### src/rtl/pipe_step_ctrl_if.sv
// Front-panel request / pipeline control bundle for the debug sequencer.
// The master side is the panel and pipeline. The slave side is the sequencer.
interface pipe_step_ctrl_if #(
  parameter int PC_W  = 9,
  parameter int CNT_W = 32
);
  logic             step_req;
  logic             run_req;
  logic             halt_req;
  logic             clr_req;
  logic             bp_en;
  logic [PC_W-1:0]  bp_addr;
  logic [PC_W-1:0]  pc;
  logic             stall;
  logic             pipe_en;
  logic             pipe_rst;
  logic [1:0]       state;
  logic             bp_hit;
  logic [CNT_W-1:0] cycle_cnt;
  logic [CNT_W-1:0] stall_cnt;

  modport master (
    output step_req, run_req, halt_req, clr_req, bp_en, bp_addr, pc, stall,
    input  pipe_en, pipe_rst, state, bp_hit, cycle_cnt, stall_cnt
  );

  modport slave (
    input  step_req, run_req, halt_req, clr_req, bp_en, bp_addr, pc, stall,
    output pipe_en, pipe_rst, state, bp_hit, cycle_cnt, stall_cnt
  );
endinterface

### src/rtl/pipe_step_ctrl.sv
// Debug sequencer: turns debounced panel buttons into a registered pipeline
// clock-enable and clear pulse, with divided free-run, breakpoint and counters.
module pipe_step_ctrl #(
  parameter int PC_W      = 9,
  parameter int CNT_W     = 32,
  parameter int RUN_DIV   = 25000,
  parameter int FLUSH_CYC = 4
) (
  input  logic                  clk,
  input  logic                  rst,
  pipe_step_ctrl_if.slave       bus
);
  localparam int DIV_W = $clog2(RUN_DIV);
  localparam int FL_W  = $clog2(FLUSH_CYC + 1);
  localparam logic [DIV_W-1:0] DIV_RELOAD = DIV_W'(RUN_DIV - 1);
  localparam logic [FL_W-1:0]  FL_RELOAD  = FL_W'(FLUSH_CYC - 1);

  typedef enum logic [1:0] {
    S_IDLE  = 2'b00,
    S_STEP  = 2'b01,
    S_RUN   = 2'b10,
    S_FLUSH = 2'b11
  } state_t;

  state_t           r_state;
  logic             r_pipe_en;
  logic             r_pipe_rst;
  logic             r_bp_hit;
  logic [CNT_W-1:0] r_cycle_cnt;
  logic [CNT_W-1:0] r_stall_cnt;
  logic [DIV_W-1:0] r_div;
  logic [FL_W-1:0]  r_flush_cnt;
  logic             r_skip_bp;
  logic             r_step_q;
  logic             r_run_q;
  logic             r_halt_q;
  logic             r_clr_q;

  logic w_step_edge;
  logic w_run_edge;
  logic w_halt_edge;
  logic w_clr_edge;
  logic w_tick;
  logic w_bp_match;
  logic w_go_flush;

  assign w_step_edge = bus.step_req & ~r_step_q;
  assign w_run_edge  = bus.run_req  & ~r_run_q;
  assign w_halt_edge = bus.halt_req & ~r_halt_q;
  assign w_clr_edge  = bus.clr_req  & ~r_clr_q;
  assign w_tick      = (r_div == '0);
  assign w_bp_match  = bus.bp_en && (bus.pc == bus.bp_addr) && !r_skip_bp;
  // clr outranks everything, but only IDLE and RUN listen for it
  assign w_go_flush  = w_clr_edge && ((r_state == S_IDLE) || (r_state == S_RUN));

  always_ff @(posedge clk or posedge rst) begin
    if (rst) begin
      r_state     <= S_IDLE;
      r_pipe_en   <= 1'b0;
      r_pipe_rst  <= 1'b0;
      r_bp_hit    <= 1'b0;
      r_cycle_cnt <= '0;
      r_stall_cnt <= '0;
      r_div       <= DIV_RELOAD;
      r_flush_cnt <= FL_RELOAD;
      r_skip_bp   <= 1'b0;
      r_step_q    <= 1'b1;
      r_run_q     <= 1'b1;
      r_halt_q    <= 1'b1;
      r_clr_q     <= 1'b1;
    end else begin
      r_step_q <= bus.step_req;
      r_run_q  <= bus.run_req;
      r_halt_q <= bus.halt_req;
      r_clr_q  <= bus.clr_req;

      if (r_pipe_en && (r_state != S_FLUSH)) begin
        if (r_cycle_cnt != '1) r_cycle_cnt <= r_cycle_cnt + 1'b1;
        if (bus.stall && (r_stall_cnt != '1)) r_stall_cnt <= r_stall_cnt + 1'b1;
      end

      case (r_state)
        S_IDLE: begin
          r_pipe_en <= 1'b0;
          if (w_halt_edge) begin
            r_state <= S_IDLE;
          end else if (w_step_edge) begin
            r_state   <= S_STEP;
            r_pipe_en <= 1'b1;
            r_bp_hit  <= 1'b0;
          end else if (w_run_edge) begin
            r_state   <= S_RUN;
            r_div     <= DIV_RELOAD;
            r_skip_bp <= 1'b1;
            r_bp_hit  <= 1'b0;
          end
        end
        S_STEP: begin
          r_state   <= S_IDLE;
          r_pipe_en <= 1'b0;
        end
        S_RUN: begin
          r_pipe_en <= 1'b0;
          r_div     <= w_tick ? DIV_RELOAD : r_div - 1'b1;
          if (w_halt_edge || w_run_edge) begin
            r_state <= S_IDLE;
          end else if (w_tick) begin
            if (w_bp_match) begin
              r_bp_hit <= 1'b1;
              r_state  <= S_IDLE;
            end else begin
              r_pipe_en <= 1'b1;
              r_skip_bp <= 1'b0;
            end
          end
        end
        default: begin
          r_cycle_cnt <= '0;
          r_stall_cnt <= '0;
          if (r_flush_cnt == '0) begin
            r_state    <= S_IDLE;
            r_pipe_en  <= 1'b0;
            r_pipe_rst <= 1'b0;
          end else begin
            r_flush_cnt <= r_flush_cnt - 1'b1;
          end
        end
      endcase

      // Placed last so it overrides whatever the state branch chose
      if (w_go_flush) begin
        r_state     <= S_FLUSH;
        r_pipe_en   <= 1'b1;
        r_pipe_rst  <= 1'b1;
        r_bp_hit    <= 1'b0;
        r_cycle_cnt <= '0;
        r_stall_cnt <= '0;
        r_flush_cnt <= FL_RELOAD;
      end
    end
  end

  assign bus.pipe_en   = r_pipe_en;
  assign bus.pipe_rst  = r_pipe_rst;
  assign bus.state     = r_state;
  assign bus.bp_hit    = r_bp_hit;
  assign bus.cycle_cnt = r_cycle_cnt;
  assign bus.stall_cnt = r_stall_cnt;
endmodule

### src/flat_wrapper.sv
// flat-port wrapper written by rule: the top's interface ports become plain ports
module pipe_step_ctrl_flat 
#(
  parameter int PC_W      = 9,
  parameter int CNT_W     = 32,
  parameter int RUN_DIV   = 25000,
  parameter int FLUSH_CYC = 4
)
  (clk, rst, bus_step_req, bus_run_req, bus_halt_req, bus_clr_req, bus_bp_en, bus_bp_addr, bus_pc, bus_stall, bus_pipe_en, bus_pipe_rst, bus_state, bus_bp_hit, bus_cycle_cnt, bus_stall_cnt);
  pipe_step_ctrl_if #(.PC_W(PC_W), .CNT_W(CNT_W)) bus_i ();
  input  logic clk;
  input  logic rst;
  input wire logic [$bits(bus_i.step_req)-1:0] bus_step_req;
  input wire logic [$bits(bus_i.run_req)-1:0] bus_run_req;
  input wire logic [$bits(bus_i.halt_req)-1:0] bus_halt_req;
  input wire logic [$bits(bus_i.clr_req)-1:0] bus_clr_req;
  input wire logic [$bits(bus_i.bp_en)-1:0] bus_bp_en;
  input wire logic [$bits(bus_i.bp_addr)-1:0] bus_bp_addr;
  input wire logic [$bits(bus_i.pc)-1:0] bus_pc;
  input wire logic [$bits(bus_i.stall)-1:0] bus_stall;
  output wire logic [$bits(bus_i.pipe_en)-1:0] bus_pipe_en;
  output wire logic [$bits(bus_i.pipe_rst)-1:0] bus_pipe_rst;
  output wire logic [$bits(bus_i.state)-1:0] bus_state;
  output wire logic [$bits(bus_i.bp_hit)-1:0] bus_bp_hit;
  output wire logic [$bits(bus_i.cycle_cnt)-1:0] bus_cycle_cnt;
  output wire logic [$bits(bus_i.stall_cnt)-1:0] bus_stall_cnt;
  assign bus_i.step_req = bus_step_req;
  assign bus_i.run_req = bus_run_req;
  assign bus_i.halt_req = bus_halt_req;
  assign bus_i.clr_req = bus_clr_req;
  assign bus_i.bp_en = bus_bp_en;
  assign bus_i.bp_addr = bus_bp_addr;
  assign bus_i.pc = bus_pc;
  assign bus_i.stall = bus_stall;
  assign bus_pipe_en = bus_i.pipe_en;
  assign bus_pipe_rst = bus_i.pipe_rst;
  assign bus_state = bus_i.state;
  assign bus_bp_hit = bus_i.bp_hit;
  assign bus_cycle_cnt = bus_i.cycle_cnt;
  assign bus_stall_cnt = bus_i.stall_cnt;
  pipe_step_ctrl #(.PC_W(PC_W), .CNT_W(CNT_W), .RUN_DIV(RUN_DIV), .FLUSH_CYC(FLUSH_CYC)) u_core (.clk(clk), .rst(rst), .bus(bus_i));
endmodule
### config.mk
export PLATFORM = sky130hd
export DESIGN_NAME = pipe_step_ctrl_flat
export DESIGN_NICKNAME = d
export VERILOG_FILES = /design/src/rtl/pipe_step_ctrl_if.sv /design/src/rtl/pipe_step_ctrl.sv /design/src/flat_wrapper.sv
export SDC_FILE = /design/constraint.sdc
export NUM_CORES = 1
export LEC_CHECK = 0
export BUFFER_PORTS_ARGS = -buffer_cell sky130_fd_sc_hd__buf_4
export CORE_MARGIN = 2
export CORE_UTILIZATION = 40
export DETAILED_ROUTE_END_ITERATION = 10
export PLACE_DENSITY = 0.69
export SYNTH_ARGS = -nofsm -noshare
export SYNTH_HDL_FRONTEND = slang
export SYNTH_SLANG_ARGS = --single-unit
### constraint.sdc
create_clock -name clk -period 3.5 [get_ports clk]
set_input_delay 0.7 -clock clk [delete_from_list [all_inputs] [get_ports clk]]
set_output_delay 0.7 -clock clk [all_outputs]
set_load 0.03 [all_outputs]
-- Word-level counts from Yosys, hierarchy flattened
Index checks and enable logic that the tools add are counted.
- bits in registers: 92
- bits of input ports: 26
- output and inout port bits: 69
- logic and storage cells: 124
- add/sub/neg operators: 4
- eq/ne operators: 25
- multiplexer cells: 50
- bitwise gates (word level): 8
- reductions and logical operators: 24
- operator list (cell ; count):
    2-to-1 mux 32 bit ; 8
    adder 32 x 1 -> 32 bit, second input constant ; 2
    inequality test 32 bit, second input constant ; 2
    2-to-1 mux 15 bit ; 4
    case mux 15 bit (2 select lines) ; 1
    2-to-1 mux 1 bit ; 22
    2-to-1 mux 2 bit ; 8
    logical NOT 15 bit ; 1
    inequality test 3 x 1 -> 1 bit, second input constant ; 5
    subtractor 15 x 1 -> 15 bit, second input constant ; 1
    inequality test 2 bit, second input constant ; 5
    == test 9 bit ; 1
    2-to-1 mux 3 bit ; 3
    inequality test 2 x 1 -> 1 bit, second input constant ; 4
    inequality test 4 x 2 -> 1 bit, second input constant ; 2
    AND reduction 2 bit ; 4
    AND reduction 4 bit ; 2
    AND reduction 7 bit ; 1
    case mux 2 bit (3 select lines) ; 1
    AND reduction 6 bit ; 1
    logical AND 1 bit ; 5
    inequality test 5 x 1 -> 1 bit, second input constant ; 1
    nonzero test 5 bit ; 1
    bitwise AND 1 bit ; 4
    other kinds (16) ; 22

-- Longest topological paths before layout
Gate-level depths: netlist of run 1.
- depth in word-level cells: 8
- gate-level depth with buffers: 10
- gate-level depth less buffers: 7

-- Worst setup path after synthesis of run 1
OpenSTA, ideal clock, no wires.
- path type: register -> register
- start: register u_core.r_cycle_cnt[1], in the netlist u_core.bus.cycle_cnt[1]
- end: register u_core.r_cycle_cnt[16], in the netlist u_core.bus.cycle_cnt[16]
- setup time: 0.119 ns
- arrival time: 2.210 ns
- required time: 3.381 ns
- path slack: 1.171 ns
- stages on the path, launching flop included: 10
- buffers on the path: 3
- period minus slack after synthesis: 2.329 ns
- path through: dfrtp_1 > ha_1 > nand2_1 > or4_4 > buf_6 > o31ai_4 > buf_6 > buf_8 > nor3_1 > o21a_1
- longest elaborated chain between the ends: 5
- elaborated cells between the ends (all ways): 8
- RTL lines (what ; line ; text):
    start: declaration ; pipe_step_ctrl.sv:29 ; logic [CNT_W-1:0] r_cycle_cnt;
    start signal: assignment ; pipe_step_ctrl.sv:78 ; if (r_cycle_cnt != '1) r_cycle_cnt <= r_cycle_cnt + 1'b1;
    adder 32 x 1 -> 32 bit ; pipe_step_ctrl.sv:78 ;
    2-to-1 mux 32 bit ; pipe_step_ctrl.sv:78 ;
    2-to-1 mux 32 bit ; pipe_step_ctrl.sv:77 ; if (r_pipe_en && (r_state != S_FLUSH)) begin
    2-to-1 mux 32 bit ; pipe_step_ctrl.sv:82 ; case (r_state)
    2-to-1 mux 32 bit ; pipe_step_ctrl.sv:131 ; if (w_go_flush) begin
Several ways; a longest one is shown, not always the timed one. The select of a mux whose other input is x is not followed.
A chain may end at the register's enable or synchronous reset.

-- Worst setup path after layout of run 1
- start: register u_core.r_stall_cnt[3], in the netlist u_core.bus.stall_cnt[3]
- end: register u_core.r_stall_cnt[0], in the netlist u_core.bus.stall_cnt[0]
- longest elaborated chain between the ends: 4
- RTL lines (what ; line ; text):
    start: declaration ; pipe_step_ctrl.sv:30 ; logic [CNT_W-1:0] r_stall_cnt;
    start signal: assignment ; pipe_step_ctrl.sv:79 ; if (bus.stall && (r_stall_cnt != '1)) r_stall_cnt <= r_stall_cnt + 1'b1;
    inequality test 32 bit ; pipe_step_ctrl.sv:79 ;
    logical AND 1 bit ; pipe_step_ctrl.sv:79 ;
    inequality test 3 x 1 -> 1 bit (no line) ; -- ;
    AND reduction 2 bit (no line) ; -- ;
No other way between the ends.

==> metrics, run 1 <==
Starting Density 0.409; XOR/XNOR Fraction of Synth Area 0.0406; Root Driver clkbuf_16; DRC viols 0; max frequency 390 MHz; Avg WL per Cell 16.3 um; aggregate routed wire length 13900 um; Overall Global Routing Usage 0.196; Final nets 702; non-filler cells in the finished layout 852; H-Tree Level Count 3; DIE AREA 14400 um2; Worst-path clk slew 0.06 ns; Routed Antenna Nets 0; Synth cell types 56; Core Box Area 13200 um2; Worst R2R End u_core.bus.stall_cnt[0]; Mapped Area 5390 um2; worst slew pin tran 0.813 ns; TritonCTS buffer count 9; drt first pass iters 5; Critical Path RT 3.70 ns; Worst Path Arrival 2.77 ns; share of cells above drive strength 1 0.240; Clock Sinks 92; total power 0.00333 W; # hold bufs at CTS 0; # diodes 0; Via-to-Cell Ratio 5.80; Startpoint Class register; via count 4943; Seq cells post-synth 92; CTS tree yes; post-synth top area cell dfrtp_1; Compound-Gate Fraction of Synth Area 0.185; Layout area overhead 20.7%; Crit-path slowest cell and4_1; dominant synthesized flop cell dfrtp_1; post-synth top area share 0.362; I/O pins 95; global-route wire length before repair 23100 um; synth top area cells dfrtp_1 36%, dfstp_2 6.8%, or4_1 4.7%; Post-CTS Setup Bufs 0; Crit Path Max Fanout 18; std cell rows 42; vias in the first global route 4694; CP Capture Type register; placed instance area 6220 um2; gp weighted congestion 0.884; CP Class register to register; unrepaired setup endpoints after global routing false; violation count after the first detailed-route iteration 365; Pwr Density 511 nW/um2; reg2reg path depth 6; cts repair resizes 0; Util after Layout 0.494; final slew viol count 0; Die Ht 120 um; critical path's largest stage delay 0.64 ns; Tmin final 2.57 ns; hold crit path type input port to async pin; CP startpoint u_core.bus.stall_cnt[3]; largest family of logic cells by synthesized area simple AND/OR/NAND/NOR gates; outcome complete, no violations; Synth Area per Inst 9.19 um2; MaxCap Viol Count 0; multiplexer share of the synthesized area 0.00209; Final Skew 0.00613 ns; Clock Tree Buf Depth 2; crit-path cells nand4_1 > nor4_4 > and4_1 > buf_4 > or3_1 > a21oi_1; Port-buffer cells 94; final hold violations 0; placed cells 836; period utilization 0.733; net count after synthesis 618; Final Setup Violations 0; Post-synth EDFFs 0; r2r startpoint u_core.bus.stall_cnt[3]; GRT overflow 0; FF-to-FF setup slack 0.93 ns; Setup TNS 0 ns; leakage power 2.63 nW; DPL Wire Length 9800 um; Cells after Synth 587; clk_lat worst skew 0.35 ns; Slew headroom 0.456; synth warn 0; Synth Area in Adders 0.0116; Seq/Total Area, Yosys 0.430; post-route cell area 6510 um2; maximum vdd drop 0.000312 V; post-synthesis simple-gate area fraction 0.289; largest net degree at the start of global routing 49; Setup crit end u_core.bus.stall_cnt[0]; initial antenna violation count 0; ys async rst share 1.00; die width 120 um
layout by cell type, fill, tap and decap left out, types with 6 or more instances in the layout:
cell / netlist / routed
o21ai_1: 9 / 8
nor4_1: 17 / 17
and2_1: 6 / 6
o31ai_1: 30 / 30
nand3_1: 21 / 21
or4_1: 34 / 34
nor3_1: 8 / 8
dfrtp_1: 78 / 78
nand2_1: 61 / 61
nand4_1: 23 / 23
inv_1: 15 / 14
and4_1: 9 / 9
o21ai_0: 17 / 17
dfstp_2: 14 / 14
a21oi_1: 38 / 38
or3_1: 26 / 26
xnor2_1: 14 / 14
o211ai_1: 12 / 12
and3_1: 15 / 15
buf_4: 2 / 102
clkbuf_16: 0 / 9
a21oi_2: 14 / 14
nor2_1: 28 / 28
o21a_1: 6 / 6
xor2_1: 11 / 11
cells by family after synthesis:
kind of cell	after synthesis
fa+ha+maj	5
simple gates	273
buf+inv	44
xor+xnor	25
mux	1
compound gates	147
flops	92
state kept, by name (all words and copies together) (netlist names):
signal                flops
u_core.bus.cycle_cnt     32
u_core.bus.stall_cnt     32
u_core.r_div             15
u_core.r_flush_cnt        3
u_core.bus.state          2
u_core.bus.bp_hit         1
u_core.bus.pipe_en        1
u_core.bus.pipe_rst       1
u_core.r_clr_q            1
u_core.r_halt_q           1
u_core.r_run_q            1
u_core.r_skip_bp          1
u_core.r_step_q           1
per-stage QoR:
step / hold slack [ns] / setup slack [ns]
after detailed placement: 0.485 / 0.818
after CTS: 0.326 / 0.958
after floorplan: 0.458 / 0.431
after global placement: 0.480 / 0.908
final: 0.320 / 0.934
after global routing: 0.338 / 0.692
synthesized netlist by cell type, types with 2 or more instances:
| library cell | n |
|---|---|
| a21oi_1 | 38 |
| a21oi_2 | 14 |
| a31oi_1 | 3 |
| and2_0 | 2 |
| and2_1 | 6 |
| and3_1 | 15 |
| and4_1 | 9 |
| buf_2 | 2 |
| buf_4 | 2 |
| buf_6 | 3 |
| clkbuf_1 | 20 |
| dfrtp_1 | 78 |
| dfstp_2 | 14 |
| ha_1 | 5 |
| inv_1 | 15 |
| nand2_1 | 61 |
| nand2b_1 | 4 |
| nand3_1 | 21 |
| nand4_1 | 23 |
| nor2_1 | 28 |
| nor2b_1 | 5 |
| nor3_1 | 8 |
| nor3b_1 | 2 |
| nor4_1 | 17 |
| o211ai_1 | 12 |
| o21a_1 | 6 |
| o21ai_0 | 17 |
| o21ai_1 | 9 |
| o21ai_2 | 5 |
| o22a_1 | 2 |
| o31a_1 | 4 |
| o31ai_1 | 30 |
| or2_2 | 3 |
| or3_1 | 26 |
| or4_1 | 34 |
| xnor2_1 | 14 |
| xor2_1 | 11 |
critical path: cells and delay by family (launching register included):
kind | cells | cell delay (ns)
AO/OA/AOI/OAI | 1 | 0.06
buffers and inverters | 1 | 0.31
flip-flops | 1 | 0.45
AND/OR/NAND/NOR | 4 | 1.60
power breakdown:
part	total (W)	internal [W]	switching, W
logic	0.000972	0.000322	0.000650
clock network	0.000977	0.000574	0.000403
registers	0.00138	0.00123	0.000150
worst min-delay path by stage:
| stage | startpoint | endpoint | slack, ns | depth (start not counted) |
|---|---|---|---|---|
| 2_1_floorplan | u_core.r_div[14] | u_core.r_div[14] | 0.46 | 2 |
| 3_3_place_gp | u_core.r_div[14] | u_core.r_div[14] | 0.48 | 2 |
| 3_5_place_dp | u_core.r_div[14] | u_core.r_div[14] | 0.48 | 2 |
| 4_1_cts | rst | u_core.bus.cycle_cnt[2] | 0.33 | 2 |
| 5_1_grt | rst | u_core.bus.cycle_cnt[2] | 0.34 | 2 |
| 6_report | rst | u_core.bus.cycle_cnt[2] | 0.32 | 2 |
per-layer routing:
metal,track usage,vias up,routed length (um),part of all wire
met5,0,-,0,0
met4,0.0449,0,99,0.0071
met3,0.0504,9,789,0.057
met2,0.330,125,6820,0.49
met1,0.254,2413,6190,0.45
li1,-,2396,-,-
final cells by class:
type	count	area [um2]
Fill cell	1236	6680
Multi-Input combinational cell	451	2860
Sequential cell	92	2320
Timing Repair Buffer	102	766
Clock buffer	14	254
Tap cell	176	220
Inverter	15	57.6
Clock inverter	2	35.0
Note: power is estimated with default switching activity, not from simulation.
==> run 2: changes to the inputs <==
==> constraint.sdc (replaced) <==
create_clock -name clk -period 2.58 [get_ports clk]
set_input_delay 0.516 -clock clk [delete_from_list [all_inputs] [get_ports clk]]
set_output_delay 0.516 -clock clk [all_outputs]
set_load 0.03 [all_outputs]
==> run 2 against run 1 <==
Compared with the run above:
- worst setup slack lost 0.62 ns
- register-to-register slack got worse by 0.62 ns
- fmax rose by 13%
- via count is 2.3% higher
- clock power up 53%
- combinational power rose by 41%
- critical path type unchanged
- largest power group unchanged
==> metrics, run 2 (synthesis results as in run 1) <==
WP depth 5 (was 6); final hold violations 0 (unchanged); DIE AREA 14400 um2 (unchanged); Routed Antenna Nets 0 (unchanged); unrepaired setup endpoints after global routing false (unchanged); crit-path cells nand4_1 > nor4_4 > nand3_1 > or4_1 > a21oi_1 (was nand4_1 > nor4_4 > and4_1 > buf_4 > or3_1 > a21oi_1); Tmin final 2.27 ns (was 2.57 ns); Util after Layout 0.503 (was 0.494); Overall Global Routing Usage 0.198 (was 0.196); Clock Sinks 92 (unchanged); MaxCap Viol Count 0 (unchanged); Startpoint Class register (unchanged); post-route cell area 6640 um2 (was 6510 um2); GRT overflow 0 (unchanged); Critical Path RT 2.86 ns (was 3.70 ns); clk_lat worst skew 0.35 ns (about the same); initial antenna violation count 0 (unchanged); violation count after the first detailed-route iteration 293 (was 365); r2r startpoint u_core.bus.stall_cnt[3] (unchanged); Root Driver clkbuf_16 (unchanged); largest net degree at the start of global routing 61 (was 49); WP buf/inv 0 (was 1); hold crit path type input port to async pin (unchanged); die width 120 um (unchanged); Setup TNS 0 ns (unchanged); TritonCTS buffer count 9 (unchanged); gp weighted congestion 0.890 (was 0.884); Clock Tree Buf Depth 2 (unchanged); I/O pins 95 (unchanged); placed instance area 6300 um2 (was 6220 um2); drt first pass iters 5 (unchanged); leakage power 2.69 nW (was 2.63 nW); # diodes 0 (unchanged); final setup margin 0.312 ns (was 0.934 ns); Final Setup Violations 0 (unchanged); Slew headroom 0.563 (was 0.456); aggregate routed wire length 13900 um (about the same); CP Capture Type register (unchanged); commonest non-fill, non-tap cell in the layout buf_4 (unchanged); outcome complete, no violations (unchanged); Crit Path Max Fanout 9 (was 18); FF-to-FF setup slack 0.31 ns (was 0.93 ns); Core Box Area 13200 um2 (unchanged); Pwr Density 713 nW/um2 (was 511 nW/um2); # hold bufs at CTS 0 (unchanged); commonest cells after routing, fill and taps aside 107 x buf_4, 78 x dfrtp_1, 61 x nand2_1 (was 102 x buf_4, 78 x dfrtp_1, 61 x nand2_1); Die Ht 120 um (unchanged); Final Skew 0.00794 ns (was 0.00613 ns); Worst Path Arrival 2.55 ns (was 2.77 ns); register area 2320 um2 (unchanged); critical path's largest stage delay 0.55 ns (was 0.64 ns); Final nets 709 (was 702); Port-buffer cells 94 (unchanged); via count 5058 (was 4943); H-Tree Level Count 3 (unchanged); maximum vdd drop 0.000389 V (was 0.000312 V); max frequency 441 MHz (was 390 MHz); Placement Setup Slack 0.271 ns (was 0.818 ns); Layout area overhead 23.1% (was 20.7%); worst slew pin tran 0.654 ns (was 0.813 ns); Starting Density 0.409 (unchanged); final slew viol count 0 (unchanged); std cell rows 42 (unchanged); reg2reg path depth 5 (was 6); Worst R2R End u_core.bus.stall_cnt[26] (was u_core.bus.stall_cnt[0]); global-route wire length before repair 23200 um (was 23100 um); Avg WL per Cell 16.1 um (was 16.3 um); period utilization 0.879 (was 0.733); share of cells above drive strength 1 0.253 (was 0.240); DRC viols 0 (unchanged); cell family with most CP delay simple AND/OR/NAND/NOR gates (unchanged); cts repair resizes 0 (unchanged); area occupied by multi-input gates 2860 um2 (unchanged); CTS tree yes (unchanged); Post-CTS Setup Bufs 0 (unchanged); Worst-path clk slew 0.07 ns (was 0.06 ns); CP Class register to register (unchanged); Crit-path slowest cell nor4_4 (was and4_1); Filler Cell Count 1230 (was 1236); DPL Wire Length 9890 um (was 9800 um); vias in the first global route 4815 (was 4694); Via-to-Cell Ratio 5.89 (was 5.80)
## run 2: cell count changes in the layout (fill, tap and decap cells not counted), sizes merged
cell,change
buf,+7
clkbuf,-3
clkinvlp,+3
bufinv,+1
clkinv,-1
## run 2: layer usage
metal | track usage | vias up | part of all wire
met1 | 0.250 | 2505 | 0.44
met5 | 0 | - | 0
met3 | 0.0518 | 16 | 0.054
li1 | - | 2397 | -
met2 | 0.333 | 140 | 0.50
met4 | 0.0566 | 0 | 0.012
## run 2: worst register-to-register path: stages (launching register included)
cell and delay, ns:
dfrtp_1 0.45, nand4_1 0.25, nor4_4 0.55, nand3_1 0.32
or4_1 0.48, a21oi_1 0.15
## run 2: final cells by class
type,count,area share
multi-input combinational,451,0.431
sequential,92,0.349
timing repair buffer,109,0.127
clock buffer,11,0.0381
tap,176,0.0332
clock inverter,5,0.0126
inverter,15,0.00904
## run 2: through the flow
step	hold slack, ns	std cells	total power, W
floorplan	0.458	587	0.00284
global placement	0.476	843	0.00323
detailed placement	0.471	843	0.00327
CTS	0.264	859	0.00478
global route	0.263	859	0.00500
finish	0.253	859	0.00474
## run 2: how the worst max path moves through the flow
stage	startpoint	endpoint	slack, ns
after floorplan	u_core.bus.cycle_cnt[1]	u_core.bus.cycle_cnt[16]	0.25
after global placement	bus_run_req	u_core.r_div[12]	0.32
after detailed placement	bus_run_req	u_core.r_div[12]	0.27
after CTS	u_core.bus.stall_cnt[3]	u_core.bus.stall_cnt[26]	0.33
after global routing	u_core.bus.stall_cnt[3]	u_core.bus.stall_cnt[26]	0.14
final	u_core.bus.stall_cnt[3]	u_core.bus.stall_cnt[26]	0.31
## run 2: where the power goes
part	total, W	leakage [nW]	switching [W]	internal (W)
clock	0.00149	0.158	0.000586	0.000904
combinational	0.00137	1.31	0.000875	0.000494
sequential	0.00188	1.22	0.000212	0.00166
total	0.00474	2.69	0.00167	0.00306
==> run 3: changes to the inputs <==
--- a/config.mk
+++ b/config.mk
@@ -9,7 +9,6 @@
 export CORE_MARGIN = 2
 export CORE_UTILIZATION = 40
 export DETAILED_ROUTE_END_ITERATION = 10
-export PLACE_DENSITY = 0.69
 export SYNTH_ARGS = -nofsm -noshare
 export SYNTH_HDL_FRONTEND = slang
 export SYNTH_SLANG_ARGS = --single-unit
==> constraint.sdc (replaced) <==
create_clock -name clk -period 2.58 [get_ports clk]
set_input_delay 0.129 -clock clk [delete_from_list [all_inputs] [get_ports clk]]
set_output_delay 0.129 -clock clk [all_outputs]
set_load 0.03 [all_outputs]
==> run 3 against run 2 <==
Compared with the run above:
- via count shrank 0.24%
- critical path depth grew 2
- final area is essentially flat
- core utilization is essentially flat
- critical endpoint is now u_core.bus.cycle_cnt[16]
- clock-buffer cell count grew 2
- largest power group unchanged
- largest cell class unchanged
- highest routed layer unchanged
- die area is the same
- sequential power is essentially flat
==> metrics, run 3 (synthesis results as in run 1) <==
Crit-path slowest cell or4_4 (was nor4_4); max frequency 445 MHz (was 441 MHz); worst slew pin tran 0.689 ns (was 0.654 ns); global-route wire length before repair 23600 um (was 23200 um); Routed Antenna Nets 0 (unchanged); GRT overflow 0 (unchanged); CP Capture Type register (unchanged); initial antenna violation count 0 (unchanged); outcome complete, no violations (unchanged); leakage power 2.70 nW (was 2.69 nW); commonest non-fill, non-tap cell in the layout buf_4 (unchanged); share of cells above drive strength 1 0.251 (was 0.253); Post-CTS Setup Bufs 0 (unchanged); final setup margin 0.332 ns (was 0.312 ns); cts repair resizes 0 (unchanged); TritonCTS buffer count 9 (unchanged); crit-path cells ha_1 > nand2_1 > or4_4 > o31ai_4 > buf_4 > nor3_1 > o21a_1 (was nand4_1 > nor4_4 > nand3_1 > or4_1 > a21oi_1); total power 0.00455 W (was 0.00474 W); H-Tree Level Count 3 (unchanged); Via-to-Cell Ratio 5.83 (was 5.89); DRC viols 0 (unchanged); Die Ht 120 um (unchanged); CTS tree yes (unchanged); # diodes 0 (unchanged); Layout area overhead 23.2% (was 23.1%); DIE AREA 14400 um2 (unchanged); Final Setup Violations 0 (unchanged); Startpoint Class register (unchanged); Port-buffer cells 94 (unchanged); Filler Cell Count 1263 (was 1230); Slew headroom 0.537 (was 0.563); Core Box Area 13200 um2 (unchanged); std cell rows 42 (unchanged); Clock Sinks 92 (unchanged); Clock Tree Buf Depth 2 (unchanged); drt first pass iters 4 (was 5); I/O pins 95 (unchanged); final hold violations 0 (unchanged); die width 120 um (unchanged); Crit Path Max Fanout 11 (was 9); FF-to-FF setup slack 0.33 ns (was 0.31 ns); unrepaired setup endpoints after global routing false (unchanged); cell family with most CP delay simple AND/OR/NAND/NOR gates (unchanged); Final Skew 0.00692 ns (was 0.00794 ns); Avg WL per Cell 16.1 um (about the same); Placement Setup Slack 0.328 ns (was 0.271 ns); Final nets 717 (was 709); Overall Global Routing Usage 0.202 (was 0.198); Starting Density 0.409 (unchanged); WP buf/inv 1 (was 0); Worst Path Arrival 2.48 ns (was 2.55 ns); Worst-path clk slew 0.06 ns (was 0.07 ns); Critical Path RT 2.82 ns (was 2.86 ns); commonest cells after routing, fill and taps aside 110 x buf_4, 78 x dfrtp_1, 61 x nand2_1 (was 107 x buf_4, 78 x dfrtp_1, 61 x nand2_1); largest net degree at the start of global routing 49 (was 61); Util after Layout 0.504 (was 0.503); gp weighted congestion 0.844 (was 0.890); via count 5046 (was 5058); placed cells 846 (was 843); hold crit path type input port to register (was input port to async pin); critical path's largest stage delay 0.49 ns (was 0.55 ns); final slew viol count 0 (unchanged); period utilization 0.871 (was 0.879); CP Class register to register (unchanged); maximum vdd drop 0.000478 V (was 0.000389 V); DPL Wire Length 9900 um (was 9890 um); Root Driver clkbuf_16 (unchanged); aggregate routed wire length 13900 um (about the same); Tmin final 2.25 ns (was 2.27 ns); MaxCap Viol Count 0 (unchanged); violation count after the first detailed-route iteration 360 (was 293); vias in the first global route 4795 (was 4815); Setup TNS 0 ns (unchanged); non-filler cells in the finished layout 866 (was 859); Pwr Density 684 nW/um2 (was 713 nW/um2); clk_lat worst skew 0.35 ns (about the same)
==> run 3: changes by cell type in the layout (fill, tap and decap cells not counted), sizes merged <==
cell | previous run | this run
dlygate4sd3 | 0 | 5
buf | 109 | 112
clkinvlp | 3 | 0
bufinv | 2 | 0
clkbuf | 11 | 13
clkinv | 1 | 3
==> run 3: layout make-up <==
cell class | instances | area [um2] | share of cell area
clock buffers | 13 | 260 | 0.0392
clock inverters | 2 | 10.0 | 0.00151
inverters | 15 | 57.6 | 0.00866
multi-input cells | 451 | 2860 | 0.431
flip-flops and latches | 92 | 2320 | 0.349
well taps | 176 | 220 | 0.0331
repair buffers | 117 | 916 | 0.138
==> run 3: what timing repair did <==
action | CTS | global route
endpoints found under the hold margin | 17 | 0
hold buffers | 5 | 0
endpoints found under the setup margin | 0 | 0
==> run 3: worst min-delay path, cell delays in order <==
cell and delay, ns:
buf_4 0.12, nand2_1 0.06, buf_4 0.20, o31ai_1 0.10
==> run 3: final timing paths <==
path / cells past startpoint / start / to
setup / recovery: 7 / u_core.bus.cycle_cnt[1] / u_core.bus.cycle_cnt[16]
hold / removal: 4 / bus_stall / u_core.bus.stall_cnt[1]
setup reg to reg: 7 / u_core.bus.cycle_cnt[1] / u_core.bus.cycle_cnt[16]
hold reg to reg: 2 / u_core.r_div[14] / u_core.r_div[14]
max in group asynchronous: 4 / rst / u_core.r_flush_cnt[0]
min in group asynchronous: 3 / rst / u_core.bus.cycle_cnt[2]
==> run 3: where the power goes <==
part | internal [W] | switching (W) | total (W) | leakage (nW)
Clock | 0.000699 | 0.000552 | 0.00125 | 0.135
Sequential | 0.00167 | 0.000212 | 0.00188 | 1.22
Combinational | 0.000514 | 0.000903 | 0.00142 | 1.35
Total | 0.00288 | 0.00167 | 0.00455 | 2.70
==> run 3: through the flow <==
stage	hold slack [ns]	instance area, um2
global placement	0.151	6320
detailed placement	0.158	6320
CTS	0.286	6640
floorplan	0.133	5390
global route	0.326	6640
finish	0.299	6640
==> run 3: routing by layer <==
layer,track usage,part of all wire,vias to the layer above
met4,0.0890,0.020,0
met2,0.324,0.47,99
met1,0.269,0.47,2517
met5,0,0,-
li1,-,-,2413
met3,0.0347,0.041,17
